[src/rtl/riscv_ctrl_pkg.sv]
// Shared control encodings for the multicycle RV32I core.
// Holds the main FSM state type, the opcode constants and the mux/ALU-op
// encodings. The ALU decoder and the datapath use the same encodings.
package riscv_ctrl_pkg;

  typedef enum logic [3:0] {
    S_FETCH    = 4'd0,
    S_DECODE   = 4'd1,
    S_MEMADR   = 4'd2,
    S_MEMREAD  = 4'd3,
    S_MEMWB    = 4'd4,
    S_MEMWRITE = 4'd5,
    S_EXECR    = 4'd6,
    S_EXECI    = 4'd7,
    S_ALUWB    = 4'd8,
    S_BEQ      = 4'd9,
    S_JAL      = 4'd10,
    S_ILLEGAL  = 4'd11
  } state_t;

  localparam logic [6:0] OP_LW  = 7'b0000011;
  localparam logic [6:0] OP_SW  = 7'b0100011;
  localparam logic [6:0] OP_R   = 7'b0110011;
  localparam logic [6:0] OP_I   = 7'b0010011;
  localparam logic [6:0] OP_BEQ = 7'b1100011;
  localparam logic [6:0] OP_JAL = 7'b1101111;

  localparam logic [1:0] ALU_OP_ADD   = 2'b00;
  localparam logic [1:0] ALU_OP_SUB   = 2'b01;
  localparam logic [1:0] ALU_OP_FUNCT = 2'b10;

  localparam logic [1:0] RES_ALUOUT    = 2'b00;
  localparam logic [1:0] RES_DATA      = 2'b01;
  localparam logic [1:0] RES_ALURESULT = 2'b10;

  localparam logic [1:0] SRCA_PC    = 2'b00;
  localparam logic [1:0] SRCA_OLDPC = 2'b01;
  localparam logic [1:0] SRCA_RS1   = 2'b10;

  localparam logic [1:0] SRCB_RS2  = 2'b00;
  localparam logic [1:0] SRCB_IMM  = 2'b01;
  localparam logic [1:0] SRCB_FOUR = 2'b10;

endpackage

[src/rtl/multicycle_op_class.sv]
// Opcode classifier for the multicycle main FSM (purely combinational).
// Ports:
//   op          in  7  opcode field from the instruction register
//   is_mem      out 1  lw or sw
//   is_load     out 1  lw
//   is_r        out 1  R-type ALU
//   is_i        out 1  I-type ALU
//   is_beq      out 1  beq
//   is_jal      out 1  jal
//   is_illegal  out 1  none of the supported opcodes
module multicycle_op_class
  import riscv_ctrl_pkg::*;
(
  input  logic [6:0] op,
  output logic       is_mem,
  output logic       is_load,
  output logic       is_r,
  output logic       is_i,
  output logic       is_beq,
  output logic       is_jal,
  output logic       is_illegal
);

  always_comb begin
    is_load    = (op == OP_LW);
    is_mem     = (op == OP_LW) || (op == OP_SW);
    is_r       = (op == OP_R);
    is_i       = (op == OP_I);
    is_beq     = (op == OP_BEQ);
    is_jal     = (op == OP_JAL);
    is_illegal = !(is_mem || is_r || is_i || is_beq || is_jal);
  end

endmodule

[src/rtl/multicycle_main_fsm.sv]
// Main control FSM of the multicycle RV32I core (lw, sw, R, I, beq, jal).
// Build option: MULTICYCLE_MEM_WAIT_EN adds the mem_ready handshake; fetch,
// memory read and memory write then hold until mem_ready=1.
// Parameter HALT_ON_ILLEGAL: 1 = S_ILLEGAL is terminal until reset,
//                            0 = S_ILLEGAL lasts one cycle, then S_FETCH.
// Ports:
//   clk, rst_n      clock, async active-low reset
//   op[6:0]         opcode (stable from S_DECODE on)
//   zero            ALU zero flag
//   mem_ready       memory done (MULTICYCLE_MEM_WAIT_EN only)
//   pc_write, adr_src, mem_write, ir_write, result_src[1:0],
//   alu_src_a[1:0], alu_src_b[1:0], alu_op[1:0], reg_write   datapath controls
//   illegal_op      high while in S_ILLEGAL
//   retire          pulse in the last cycle of every legal instruction
//
// state      | meaning
// S_FETCH    | read instruction, IR/OldPC load, PC <= PC+4
// S_DECODE   | read regs, precompute branch/jump target
// S_MEMADR   | rs1 + imm address
// S_MEMREAD  | data memory read
// S_MEMWB    | load data to rd
// S_MEMWRITE | data memory write
// S_EXECR    | R-type ALU op
// S_EXECI    | I-type ALU op
// S_ALUWB    | ALUOut to rd
// S_BEQ      | compare, PC <= target if equal
// S_JAL      | PC <= target, ALU forms OldPC+4 for rd
// S_ILLEGAL  | unsupported opcode
module multicycle_main_fsm
  import riscv_ctrl_pkg::*;
#(
  parameter bit HALT_ON_ILLEGAL = 1'b0
) (
  input  logic       clk,
  input  logic       rst_n,
  input  logic [6:0] op,
  input  logic       zero,
`ifdef MULTICYCLE_MEM_WAIT_EN
  input  logic       mem_ready,
`endif
  output logic       pc_write,
  output logic       adr_src,
  output logic       mem_write,
  output logic       ir_write,
  output logic [1:0] result_src,
  output logic [1:0] alu_src_a,
  output logic [1:0] alu_src_b,
  output logic [1:0] alu_op,
  output logic       reg_write,
  output logic       illegal_op,
  output logic       retire
);

  state_t state, state_nxt;
  logic   mem_rdy;
  logic   is_mem, is_load, is_r, is_i, is_beq, is_jal, is_illegal;
  logic   pc_update, branch, ir_w, mem_w, reg_w, ill, ret;

`ifdef MULTICYCLE_MEM_WAIT_EN
  assign mem_rdy = mem_ready;
`else
  assign mem_rdy = 1'b1;
`endif

  multicycle_op_class u_op_class (
    .op         (op),
    .is_mem     (is_mem),
    .is_load    (is_load),
    .is_r       (is_r),
    .is_i       (is_i),
    .is_beq     (is_beq),
    .is_jal     (is_jal),
    .is_illegal (is_illegal)
  );

  always_ff @(posedge clk or negedge rst_n) begin
    if (!rst_n) state <= S_FETCH;
    else        state <= state_nxt;
  end

  always_comb begin
    state_nxt = S_FETCH;
    case (state)
      S_FETCH:    state_nxt = mem_rdy ? S_DECODE : S_FETCH;
      S_DECODE: begin
        if      (is_mem)     state_nxt = S_MEMADR;
        else if (is_r)       state_nxt = S_EXECR;
        else if (is_i)       state_nxt = S_EXECI;
        else if (is_beq)     state_nxt = S_BEQ;
        else if (is_jal)     state_nxt = S_JAL;
        else if (is_illegal) state_nxt = S_ILLEGAL;
      end
      S_MEMADR:   state_nxt = is_load ? S_MEMREAD : S_MEMWRITE;
      S_MEMREAD:  state_nxt = mem_rdy ? S_MEMWB : S_MEMREAD;
      S_MEMWRITE: state_nxt = mem_rdy ? S_FETCH : S_MEMWRITE;
      S_EXECR,
      S_EXECI,
      S_JAL:      state_nxt = S_ALUWB;
      S_ILLEGAL:  state_nxt = HALT_ON_ILLEGAL ? S_ILLEGAL : S_FETCH;
      default:    state_nxt = S_FETCH;
    endcase
  end

  always_comb begin
    adr_src    = 1'b0;
    result_src = RES_ALUOUT;
    alu_src_a  = SRCA_PC;
    alu_src_b  = SRCB_RS2;
    alu_op     = ALU_OP_ADD;
    pc_update  = 1'b0;
    branch     = 1'b0;
    ir_w       = 1'b0;
    mem_w      = 1'b0;
    reg_w      = 1'b0;
    ill        = 1'b0;
    ret        = 1'b0;
    case (state)
      S_FETCH: begin
        // IR and PC load only in the cycle memory actually delivers
        ir_w       = mem_rdy;
        pc_update  = mem_rdy;
        result_src = RES_ALURESULT;
        alu_src_b  = SRCB_FOUR;
      end
      S_DECODE: begin
        alu_src_a = SRCA_OLDPC;
        alu_src_b = SRCB_IMM;
      end
      S_MEMADR: begin
        alu_src_a = SRCA_RS1;
        alu_src_b = SRCB_IMM;
      end
      S_MEMREAD: adr_src = 1'b1;
      S_MEMWB: begin
        result_src = RES_DATA;
        reg_w      = 1'b1;
        ret        = 1'b1;
      end
      S_MEMWRITE: begin
        // write enable stays up through a hold; retire only on exit
        adr_src = 1'b1;
        mem_w   = 1'b1;
        ret     = mem_rdy;
      end
      S_EXECR: begin
        alu_src_a = SRCA_RS1;
        alu_op    = ALU_OP_FUNCT;
      end
      S_EXECI: begin
        alu_src_a = SRCA_RS1;
        alu_src_b = SRCB_IMM;
        alu_op    = ALU_OP_FUNCT;
      end
      S_ALUWB: begin
        reg_w = 1'b1;
        ret   = 1'b1;
      end
      S_BEQ: begin
        alu_src_a = SRCA_RS1;
        alu_op    = ALU_OP_SUB;
        branch    = 1'b1;
        ret       = 1'b1;
      end
      S_JAL: begin
        alu_src_a = SRCA_OLDPC;
        alu_src_b = SRCB_FOUR;
        pc_update = 1'b1;
      end
      S_ILLEGAL: ill = 1'b1;
      default: ;
    endcase
  end

  // Reset gates every write strobe so an abandoned instruction leaves no trace
  always_comb begin
    pc_write   = rst_n & (pc_update | (branch & zero));
    ir_write   = rst_n & ir_w;
    mem_write  = rst_n & mem_w;
    reg_write  = rst_n & reg_w;
    illegal_op = rst_n & ill;
    retire     = rst_n & ret;
  end

endmodule

[config.mk]
export PLATFORM = sky130hd
export DESIGN_NAME = multicycle_main_fsm
export DESIGN_NICKNAME = d
export VERILOG_FILES = /design/src/rtl/riscv_ctrl_pkg.sv /design/src/rtl/multicycle_op_class.sv /design/src/rtl/multicycle_main_fsm.sv
export SDC_FILE = /design/constraint.sdc
export NUM_CORES = 1
export LEC_CHECK = 0
export ABC_AREA = 0
export CAP_MARGIN = 40
export CORE_AREA = 2 2 45 47
export CTS_BUF_LIST = sky130_fd_sc_hd__clkbuf_8
export CTS_CLUSTER_DIAMETER = 30
export DETAILED_ROUTE_END_ITERATION = 16
export DIE_AREA = 0 0 47 49
export PLACE_DENSITY = 0.72
export REMOVE_ABC_BUFFERS = 1
export SKIP_LAST_GASP = 1
export SYNTH_ARGS = -nofsm -noshare
export SYNTH_HDL_FRONTEND = slang
export SYNTH_HIERARCHICAL = 1
export SYNTH_SLANG_ARGS = --single-unit
[constraint.sdc]
create_clock -name clk -period 1.5 [get_ports clk]
set_clock_uncertainty 0.2 [all_clocks]
set_input_delay 0.3 -clock clk [delete_from_list [all_inputs] [get_ports clk]]
set_output_delay 0.3 -clock clk [all_outputs]
set_load 0.01 [all_outputs]
# [After elaboration in Yosys (flattened, before gate mapping)]
# Index checks and enable logic that the tools add are counted.
[word_totals] ff_bits=4 inputBits=10 output_inout_bits=15 wordCells=61
[op_classes] eq_ne=17 n_mux=20 n_bitwise=8 n_reduce_logical=15
[op_table] cell="$mux 4" count=6
[op_table] cell="$pmux 4 s5" count=1
[op_table] cell="$eq 4x3->1 const B" count=4
[op_table] cell="$eq 4x4->1 const B" count=4
[op_table] cell="$pmux 2 s2" count=4
[op_table] cell="$eq 7x6->1 const B" count=2
[op_table] cell="$eq 7x7->1 const B" count=2
[op_table] cell="$reduce_or 2->1" count=5
[op_table] cell="$eq 4x2->1 const B" count=2
[op_table] cell="$mux 1" count=8
[op_table] cell="$reduce_or 4->1" count=2
[op_table] cell="$and 1x1->1" count=7
[op_table] cell="$eq 7x2->1 const B" count=1
[op_table] cell="$eq 7x5->1 const B" count=1
[op_table] cell="$reduce_or 3->1" count=2
[op_table] cell="$logic_or 1x1->1" count=5
[op_table] cell="$eq 4x1->1 const B" count=1
[op_table] cell="$logic_not 4->1" count=1
[op_table] cell="$mux 3" count=1
[op_table] cell="$or 1x1->1" count=1

# [Depth between registers and ports, before layout]
# Gate-level depths: netlist of run 1.
[depth] word_depth=13 mapped_depth=5 ltp_nobuf=5

# [By module]
# Netlist of run 1, hierarchy kept.
[by_module_without_submodules] mod="multicycle_main_fsm" n_inst=1 cells_per_inst=55 area_per_inst_um2=485.5 seq_area_each_um2=100.1
[by_module_without_submodules] mod="multicycle_op_class" n_inst=1 cells_per_inst=16 area_per_inst_um2=105.1 seq_area_each_um2=0.0

# [Worst setup path before layout of run 1]
# Ideal clock, no wire load.
[synth_timing] path_kind="input -> register" from="input port op[6]" to="register state[3]" setup_ns=0.138 arrival_ns=1.393 required_ns=1.162 setup_slack_ns=-0.231 path_stages=5 n_path_buf=0 path_cell_list="or3_4 nor4_1 nor4b_2 o311ai_1 o211ai_1"
[synth_between] elab_cells_between_ends=18 cone_classes="eq/ne: 6; mux: 7; reduce/logical: 5"
[synth_rtl] item="from (decl)" line_no="multicycle_main_fsm.sv:36" text="input logic [6:0] op,"
[synth_rtl] item="$eq 7x5->1 (*)" line_no="multicycle_op_class.sv:28" text="is_i = (op == OP_I);"
[synth_rtl] item="net is_i" line_no="multicycle_main_fsm.sv:56" text="logic is_mem, is_load, is_r, is_i, is_beq, is_jal, is_illegal;"
[synth_rtl] item="$logic_or 1x1->1 (3 in a row)" line_no="multicycle_op_class.sv:31" text="is_illegal = !(is_mem || is_r || is_i || is_beq || is_jal);"
[synth_rtl] item="$mux 4" line_no="multicycle_main_fsm.sv:91" text="else if (is_illegal) state_nxt = S_ILLEGAL;"
[synth_rtl] item="$mux 4" line_no="multicycle_main_fsm.sv:90" text="else if (is_jal) state_nxt = S_JAL;"
[synth_rtl] item="$mux 4" line_no="multicycle_main_fsm.sv:89" text="else if (is_beq) state_nxt = S_BEQ;"
[synth_rtl] item="$mux 4 (*)" line_no="multicycle_main_fsm.sv:88" text="else if (is_i) state_nxt = S_EXECI;"
[synth_rtl] item="$mux 4 (*)" line_no="multicycle_main_fsm.sv:87" text="else if (is_r) state_nxt = S_EXECR;"
[synth_rtl] item="$mux 4 (*)" line_no="multicycle_main_fsm.sv:86" text="if (is_mem) state_nxt = S_MEMADR;"
[synth_rtl] item="$pmux 4 s5 (*)" line_no="multicycle_main_fsm.sv:83" text="case (state)"
[synth_rtl] item="net state_nxt[3]" line_no="multicycle_main_fsm.sv:54" text="state_t state, state_nxt;"
[synth_rtl] item="to (signal assigned)" line_no="multicycle_main_fsm.sv:78" text="else state <= state_nxt;"
[synth_rtl] item="to (decl)" line_no="multicycle_main_fsm.sv:54"
# Mark *: on every way through the listed nets, which the timed path passes. The rest lies on a longest branch.

# [Worst setup path in the final report of run 1]
[layout_timing] from="register state[0]" to="output port alu_src_b[0]"
[layout_between] elab_chain_cells=3 elab_cells_between_ends=8 cone_classes="eq/ne: 4; mux: 1; reduce/logical: 3"
[layout_rtl] item="$eq 4x1->1, or another cell as far along" line_no="multicycle_main_fsm.sv:117" text="case (state)"
[layout_rtl] item="$reduce_or 3->1 (no source line) or $reduce_or 2->1 (tied branches)"
[layout_rtl] item="$pmux 2 s2 (*)" line_no="multicycle_main_fsm.sv:117"
[layout_rtl] item="to (decl)" line_no="multicycle_main_fsm.sv:47" text="output logic [1:0] alu_src_b,"
# Mark *: on every way between the ends. The rest lies on a longest branch, timed or not.

==> reports/qor.yml, run 1 <==
clock_tree:
  clock_path_buffers: 2
  htree_levels: 1
  cts_tree: "built"
  clock-sinks: 4
  root_buffer: "clkbuf_8"
  cts-buffers-inserted: 3
  clk_pin_slew_worst_paths_ns: 0.03
  clk_latency_ns: 0.23
grt:
  grt_use_total_pct: 20.96
  grt_pass1_vias: 850
  grt_antenna_before_repair: 0
  grt_pass1_wl_microns: 3525
  overflow: 0
  grt_max_degree: 10
sta:
  setup_viol: 19
  finalCriticalPeriod_ns: 2.002
  fin_ws_ns: -0.5016
  finalSetupTns_ns: -5.300
  slew_headroom_pct: 78.49
  worst_pin_slew_ns: 0.3200
  holdWs_ns: 0.4196
  rsz0062_at_grt: "true"
  drv_slew: 0
  hold_violations: 0
  finalCritPeriodShare_pct: 133.4
  fmax_mhz: 499.6
logic_synthesis:
  ys_ff_latch: 4
  ys_seq_area_share_pct: 16.95
  synth_area_per_cell_sq_um: 8.318
  synth_top_area_share_pct: 16.95
  async_flop_share_pct: 100.0
  yosysWarnings: 6
  synth_area_leaders: "dfrtp_1, nor2b_1, nor4b_2"
  syn_area_sq_um: 590.6
  synth_area_leader_cell: "dfrtp_1"
  synth_edf_count: 0
  ys_types: 40
  ys.flop_type: "dfrtp_1"
  syn_inst: 71
cells_and_area:
  nNetsFinal: 152
  top_regs: "state (4)"
  top_register: "state"
  largest_reg_flops: 4
  layout.cells.non_filler: 167
  area_growth_pct: 140.0
  drive_gt1_share_pct: 74.29
  mostFrequentLayoutCell: "buf_4"
  fill_cells: 129
  insertedDiodeCount: 0
  final_cell_mix: "buf_4, buf_6, buf_2"
route:
  first_pass_iters: 4
  totalWireLength_microns: 2645
  ant_nets: 0
  drc: 0
  wl_per_cell_microns: 15.84
  drt_iter0_drc: 17
  vias: 855
  viasPerCell: 5.120
setup_path:
  cp_cell_sequence: "buf_6 -> and2b_2 -> nor3_2 -> a211oi_1 -> buf_2"
  slowest_stage: "dfrtp_2"
  critPathRequiredTime_ns: 1.00
  crit_type: "flip-flop to output port"
  worstPathMaxFanout: 5
  worstPathArrival_ns: 1.50
  cp-start-kind: "flip-flop"
  crit_path_end_kind: "output port"
  crit_path_max_incr_delay_ns: 0.42
power_and_ir_drop:
  p_leak_nw: 0.6723
  peakVddDrop_uv: 970.4
  p_per_area_nw_per_um2: 1701
  power_mw: 2.411
min_path:
  hp-class: "input port to flip-flop"
run:
  maxCapViolations: 0
floorplanning:
  die_area_sq_um: 2303
  coreArea_sq_um: 1842
  initial_utilization_pct: 32.07
  ioPinCount: 25
  die_w_microns: 47
  fp.dieH_microns: 49
  rows: 16
place:
  dp_hpwl_microns: 1422
  gp_congestion: 0.7981
  post-place-ws_ns: -0.6959
  place_inst: 150
  io_buffer_count: 24
outcome:
  outcome: "complete, but fails checks"
  violations: "setup timing"
[timing repair]
item,CTS,global route
buffers inserted,10,5
setup endpoints to repair,19,19
hold endpoints to repair,4,0
resized for setup,121,30
pin swaps,17,19
hold buffers,1,0
[routing by layer]
layer  wire length, microns  part of all wire, %  global-route usage (%)  vias up
met5                      0                    0                       0        -
met4                     86                  3.3                   10.65        0
met3                    112                  4.2                   1.852        8
met2                   1500                   57                   39.50       30
met1                    945                   36                   20.96      408
li1                       -                    -                       -      409
[final cells by class]
cell class	instances	area [sq um]	share of cell area, %
Clock buffer	3	41.29	2.913
Multi-Input combinational cell	59	626.9	44.22
Timing Repair Buffer	70	595.6	42.01
Tap cell	27	33.78	2.383
Inverter	4	15.01	1.059
Sequential cell	4	105.1	7.414
[cell families (layout without fill, tap and decap cells)]
kind of cell / count (synthesis) / after routing / synth area share, %
AND/OR/NAND/NOR: 41 / 41 / 50.21
AO/OA/AOI/OAI: 14 / 14 / 17.59
buffers and inverters: 8 / 77 / 8.897
flip-flops: 4 / 4 / 16.95
XOR/XNOR: 3 / 3 / 4.450
multiplexers: 1 / 1 / 1.907
[critical path: cells and delay by family (launching register included)]
family                 cells  cell delay [ns]
AOI/OAI and AO/OA          1             0.22
buffers and inverters      2             0.34
DFF                        1             0.42
and+or+nand+nor            2             0.30
[stage by stage]
step           instance area, sq um  utilization (%)
2_1_floorplan                 553.0                -
3_3_place_gp                   1067            57.95
3_5_place_dp                   1067            57.95
4_1_cts                        1235            67.05
5_1_grt                        1418            76.97
6_report                       1418            76.97
[final timing paths]
kind / start / endpoint / slack, ns / cells after the start
setup / recovery: state[0] / alu_src_b[0] / -0.50 / 5
setup reg to reg: state[1] / state[0] / -0.04 / 6
hold / removal: op[4] / state[2] / 0.42 / 6
max in group asynchronous: rst_n / state[0] / 0.46 / 3
min in group asynchronous: rst_n / state[1] / 0.53 / 3
hold reg to reg: state[0] / state[0] / 0.55 / 3
[Yosys cell counts, types with 2 or more instances]
master    number
nor2b_1        6
nand2_1        5
dfrtp_1        4
inv_1          4
nor3_1         4
nor4_1         4
a21oi_1        2
and2b_1        2
and3_1         2
buf_4          2
buf_6          2
nand3b_1       2
nor2_1         2
nor3b_1        2
nor4b_2        2
xor2_1         2
[report_power, final]
group          internal [mW]  switching (mW)
Clock                  0.172          0.0677
Sequential             0.165          0.0864
Combinational           1.10           0.819
Total                   1.44           0.973
(Power assumes the default switching activity.)
==> inputs of run 2 (changes only) <==
- CTS_CLUSTER_SIZE: default -> 14
- GPL_TIMING_DRIVEN: default -> 0
==> run 2 against run 1 <==
The flow still finishes with violations (setup timing). Register-to-register slack about the same. Final cell count decreased by 8.4%. Final area fell by 7.5%. Sequential share of layout area grew 0.60 points.
==> reports/qor.yml, run 2 (synthesized netlist as in run 1, its figures left out) <==
cells_and_area:
  area_growth_pct: 122.0
  mostFrequentLayoutCell: "buf_6"
  nNetsFinal: 138
  fin_area_sq_um: 1311
  top_register: "state"
  drive_gt1_share_pct: 72.22
  utilization_pct: 71.20
  top_regs: "state (4)"
  largest_reg_flops: 4
  insertedDiodeCount: 0
  final_cell_mix: "buf_6, buf_4, buf_2"
route:
  viasPerCell: 5.033
  wl_per_cell_microns: 14.81
  ant_nets: 0
  vias: 770
  totalWireLength_microns: 2266
  drt_iter0_drc: 4
  drc: 0
  first_pass_iters: 3
setup_path:
  crit_type: "flip-flop to output port"
  worstPathMaxFanout: 6
  reg2regPathDepth: 5
  worstPathArrival_ns: 1.44
  critPathRequiredTime_ns: 1.00
  cp-start-kind: "flip-flop"
  crit_path_end_kind: "output port"
  cp-endpoint: "pc_write"
  r2r_slack_ns: -0.04
  regToRegEndpoint: "state[3]"
  timing.rr.start: "state[3]"
  startpoint: "state[3]"
sta:
  rsz0062_at_grt: "true"
  finalCritPeriodShare_pct: 129.2
  worst_pin_slew_ns: 0.4168
  holdWs_ns: 0.3686
  slew_headroom_pct: 71.98
  finalCriticalPeriod_ns: 1.938
  drv_slew: 0
  finalSetupTns_ns: -4.842
  fin_ws_ns: -0.4377
  setup_viol: 18
  hold_violations: 0
  fmax_mhz: 516.1
floorplanning:
  coreArea_sq_um: 1842
  rows: 16
  die_area_sq_um: 2303
  ioPinCount: 25
  die_w_microns: 47
  initial_utilization_pct: 32.07
  fp.dieH_microns: 49
grt:
  overflow: 0
  grt_pass1_vias: 754
  grt_antenna_before_repair: 0
  grt_max_degree: 7
  grt_pass1_wl_microns: 3291
  grt_use_total_pct: 19.50
power_and_ir_drop:
  p_leak_nw: 0.6170
  p_per_area_nw_per_um2: 1764
  peakVddDrop_uv: 849.9
  power_mw: 2.313
outcome:
  outcome: "complete, but fails checks"
  violations: "setup timing"
clock_tree:
  cts_tree: "built"
  clock_path_buffers: 2
  clk_pin_slew_worst_paths_ns: 0.03
  clk_latency_ns: 0.22
  cts-buffers-inserted: 3
  clock-sinks: 4
  root_buffer: "clkbuf_8"
  htree_levels: 1
min_path:
  hp-class: "input port to flip-flop"
place:
  io_buffer_count: 24
  placed_area_sq_um: 827.0
  gp_congestion: 0.8065
  dp_hpwl_microns: 1048
run:
  maxCapViolations: 0
[run 2: cell types whose count changed in the layout (fill, tap and decap cells not counted), sizes merged]
cell	previous run	this run
inv	4	3
clkdlybuf4s15	2	0
clkinv	0	1
buf	65	53
[run 2: stage by stage]
stage / setup WS [ns] / std cells
2_1_floorplan: -0.2932 / 67
3_3_place_gp: -0.8830 / 118
3_5_place_dp: -0.9049 / 118
4_1_cts: -0.4121 / 150
5_1_grt: -0.4698 / 153
6_report: -0.4377 / 153
[run 2: worst max-delay path: stages, from the launching register on]
cell and delay [ns]:
dfrtp_2 0.44, buf_4 0.16, and4bb_1 0.20, and2_1 0.13, o21a_1 0.16, buf_2 0.13
[run 2: what timing repair did]
item,4_1_cts,5_1_grt
pin swaps,22,19
gates resized for setup,136,31
setup endpoints to repair,19,19
setup buffers,28,3
endpoints found under the hold margin,4,0
hold buffers,1,0
[run 2: power by group]
| group | switching [mW] | internal (mW) |
|---|---|---|
| clock | 0.0590 | 0.171 |
| sequential | 0.106 | 0.165 |
| combinational | 0.755 | 1.06 |
| total | 0.919 | 1.39 |
[run 2: final cells by class]
type                       instances  area, sq um
inverter                           4        27.53
fill                             142        530.5
timing repair buffer              56        494.2
sequential                         4        105.1
multi-input combinational         59        609.3
clock buffer                       3        41.29
tap                               27        33.78
[run 2: worst min path at each step]
stage	cells after the start	endpoint	startpoint	slack (ns)
after floorplan	0	state[0]	rst_n	-0.20
after global placement	1	state[0]	rst_n	0.38
after detailed placement	1	state[0]	rst_n	0.38
after CTS	4	state[2]	op[5]	0.30
after global routing	4	state[0]	op[3]	0.40
final	4	state[0]	op[3]	0.37
[run 2: routing by layer]
metal | share of wire, % | track usage [%]
met3 | 2.6 | 0
met2 | 63 | 39.27
met4 | 0.79 | 5.556
met5 | 0 | 0
met1 | 33 | 20.18
==> inputs of run 3 (changes only) <==
- CORE_AREA: 2 2 45 47 -> 2 2 41 43
- DIE_AREA: 0 0 47 49 -> 0 0 43 45
- PLACE_DENSITY: 0.72 -> 0.84
==> run 3 against run 2 <==
The flow still finishes with violations (setup timing). First-iteration DRC count grew to 7.3 times the previous value. Total power is 2.5% higher. Critical path type unchanged. Combinational power is 3% higher. Critical endpoint unchanged. Register-to-register slack worse by 0.05 ns. Utilization is 17 points higher. Clock power hardly changed. Final area is 0.95% lower. Largest cell class unchanged.
==> reports/qor.yml, run 3 (synthesized netlist as in run 1, its figures left out) <==
floorplanning:
  ioPinCount: 25
  coreArea_sq_um: 1471
  initial_utilization_pct: 40.14
  die_w_microns: 43
  fp.dieH_microns: 45
  die_area_sq_um: 1935
  rows: 14
sta:
  setup_viol: 19
  rsz0062_at_grt: "true"
  hold_violations: 0
  fin_ws_ns: -0.4737
  drv_slew: 0
  slew_headroom_pct: 72.22
  finalCritPeriodShare_pct: 131.6
  worst_pin_slew_ns: 0.4133
  finalCriticalPeriod_ns: 1.974
  holdWs_ns: 0.3826
  fmax_mhz: 506.7
clock_tree:
  cts_tree: "built"
  clock_path_buffers: 2
  root_buffer: "clkbuf_8"
  clock-sinks: 4
  cts-buffers-inserted: 3
  clk_pin_slew_worst_paths_ns: 0.03
  clk_latency_ns: 0.22
  htree_levels: 1
setup_path:
  crit_buf_inv: 2
  crit_type: "flip-flop to output port"
  slowest_stage: "dfrtp_2"
  crit_path_max_incr_delay_ns: 0.42
  worstPathArrival_ns: 1.47
  cpLargestDelayFamily: "simple AND/OR/NAND/NOR gates"
  critPathRequiredTime_ns: 1.00
  worstPathMaxFanout: 5
  crit_path_end_kind: "output port"
  cp_cell_sequence: "buf_6 -> and4bb_1 -> and2_1 -> o21a_1 -> buf_2"
  cp-start-kind: "flip-flop"
  r2r_slack_ns: -0.09
grt:
  grt_use_total_pct: 23.86
  grt_max_degree: 9
  grt_pass1_wl_microns: 3443
  overflow: 0
  grt_antenna_before_repair: 0
  grt_pass1_vias: 790
place:
  place_inst: 107
  io_buffer_count: 24
  gp_congestion: 0.7474
  placed_area_sq_um: 813.3
  dp_hpwl_microns: 1008
  post-place-ws_ns: -0.9252
route:
  ant_nets: 0
  drt_iter0_drc: 29
  drc: 0
  totalWireLength_microns: 2681
  wl_per_cell_microns: 18.88
  viasPerCell: 5.838
  first_pass_iters: 4
  vias: 829
power_and_ir_drop:
  peakVddDrop_uv: 955.6
  p_per_area_nw_per_um2: 1825
  power_mw: 2.371
  p_leak_nw: 0.6057
min_path:
  hp-class: "input port to flip-flop"
cells_and_area:
  final_cell_mix: "buf_6, buf_4, buf_2"
  drive_gt1_share_pct: 74.60
  fin_area_sq_um: 1299
  mostFrequentLayoutCell: "buf_6"
  area_growth_pct: 119.9
  insertedDiodeCount: 0
  top_regs: "state (4)"
  layout.cells.non_filler: 142
  nNetsFinal: 138
  top_register: "state"
  largest_reg_flops: 4
outcome:
  outcome: "complete, but fails checks"
  violations: "setup timing"
run:
  maxCapViolations: 0
## run 3: cell count changes in the layout (fill, tap and decap cells not counted), sizes merged
cell | previous run | this run
inv | 3 | 4
clkinv | 1 | 0
## run 3: final timing paths
| kind | from | endpoint | cells past startpoint |
|---|---|---|---|
| max | state[2] | pc_write | 5 |
| min | op[2] | state[0] | 4 |
| max reg2reg | state[2] | state[3] | 6 |
| min reg2reg | state[0] | state[0] | 2 |
| max in group asynchronous | rst_n | state[2] | 2 |
| min in group asynchronous | rst_n | state[1] | 2 |
## run 3: timing repair
item,4_1_cts,5_1_grt
resized for setup,140,20
hold buffers,1,0
pin swaps,20,12
endpoints found under the hold margin,4,0
setup endpoints to repair,19,19
buffers inserted,23,9
## run 3: report_power, final
group | total [mW] | internal (mW) | leakage [nW] | switching, mW
sequential | 0.265 | 0.165 | 0.0456 | 0.0998
combinational | 1.87 | 1.07 | 0.539 | 0.807
clock | 0.232 | 0.172 | 0.0216 | 0.0601
## run 3: layout make-up
type	count	area (sq um)
Multi-Input combinational cell	59	615.6
Timing Repair Buffer	56	499.2
Fill cell	58	172.7
Sequential cell	4	105.1
Clock buffer	3	41.29
Tap cell	16	20.02
Inverter	4	17.52
## run 3: through the flow
stage	setup TNS (ns)	utilization [%]
CTS	-4.318	78.74
detailed placement	-13.42	55.27
global placement	-13.00	55.27
finish	-5.209	88.27
global route	-5.870	88.27
floorplan	-1.777	-
## run 3: routing by layer
layer | GRT usage, % | routed length, microns | vias to the layer above
li1 | - | - | 379
met1 | 24.63 | 1052 | 392
met2 | 46.36 | 1432 | 50
met3 | 4.000 | 145 | 8
met4 | 12.12 | 51 | 0
met5 | 0 | 0 | -
## run 3: worst min-delay path, delay by kind of cell
family | cells | cell delay [ns]
AOI/OAI and AO/OA | 2 | 0.23
buffers and inverters | 1 | 0.14
and+or+nand+nor | 1 | 0.08
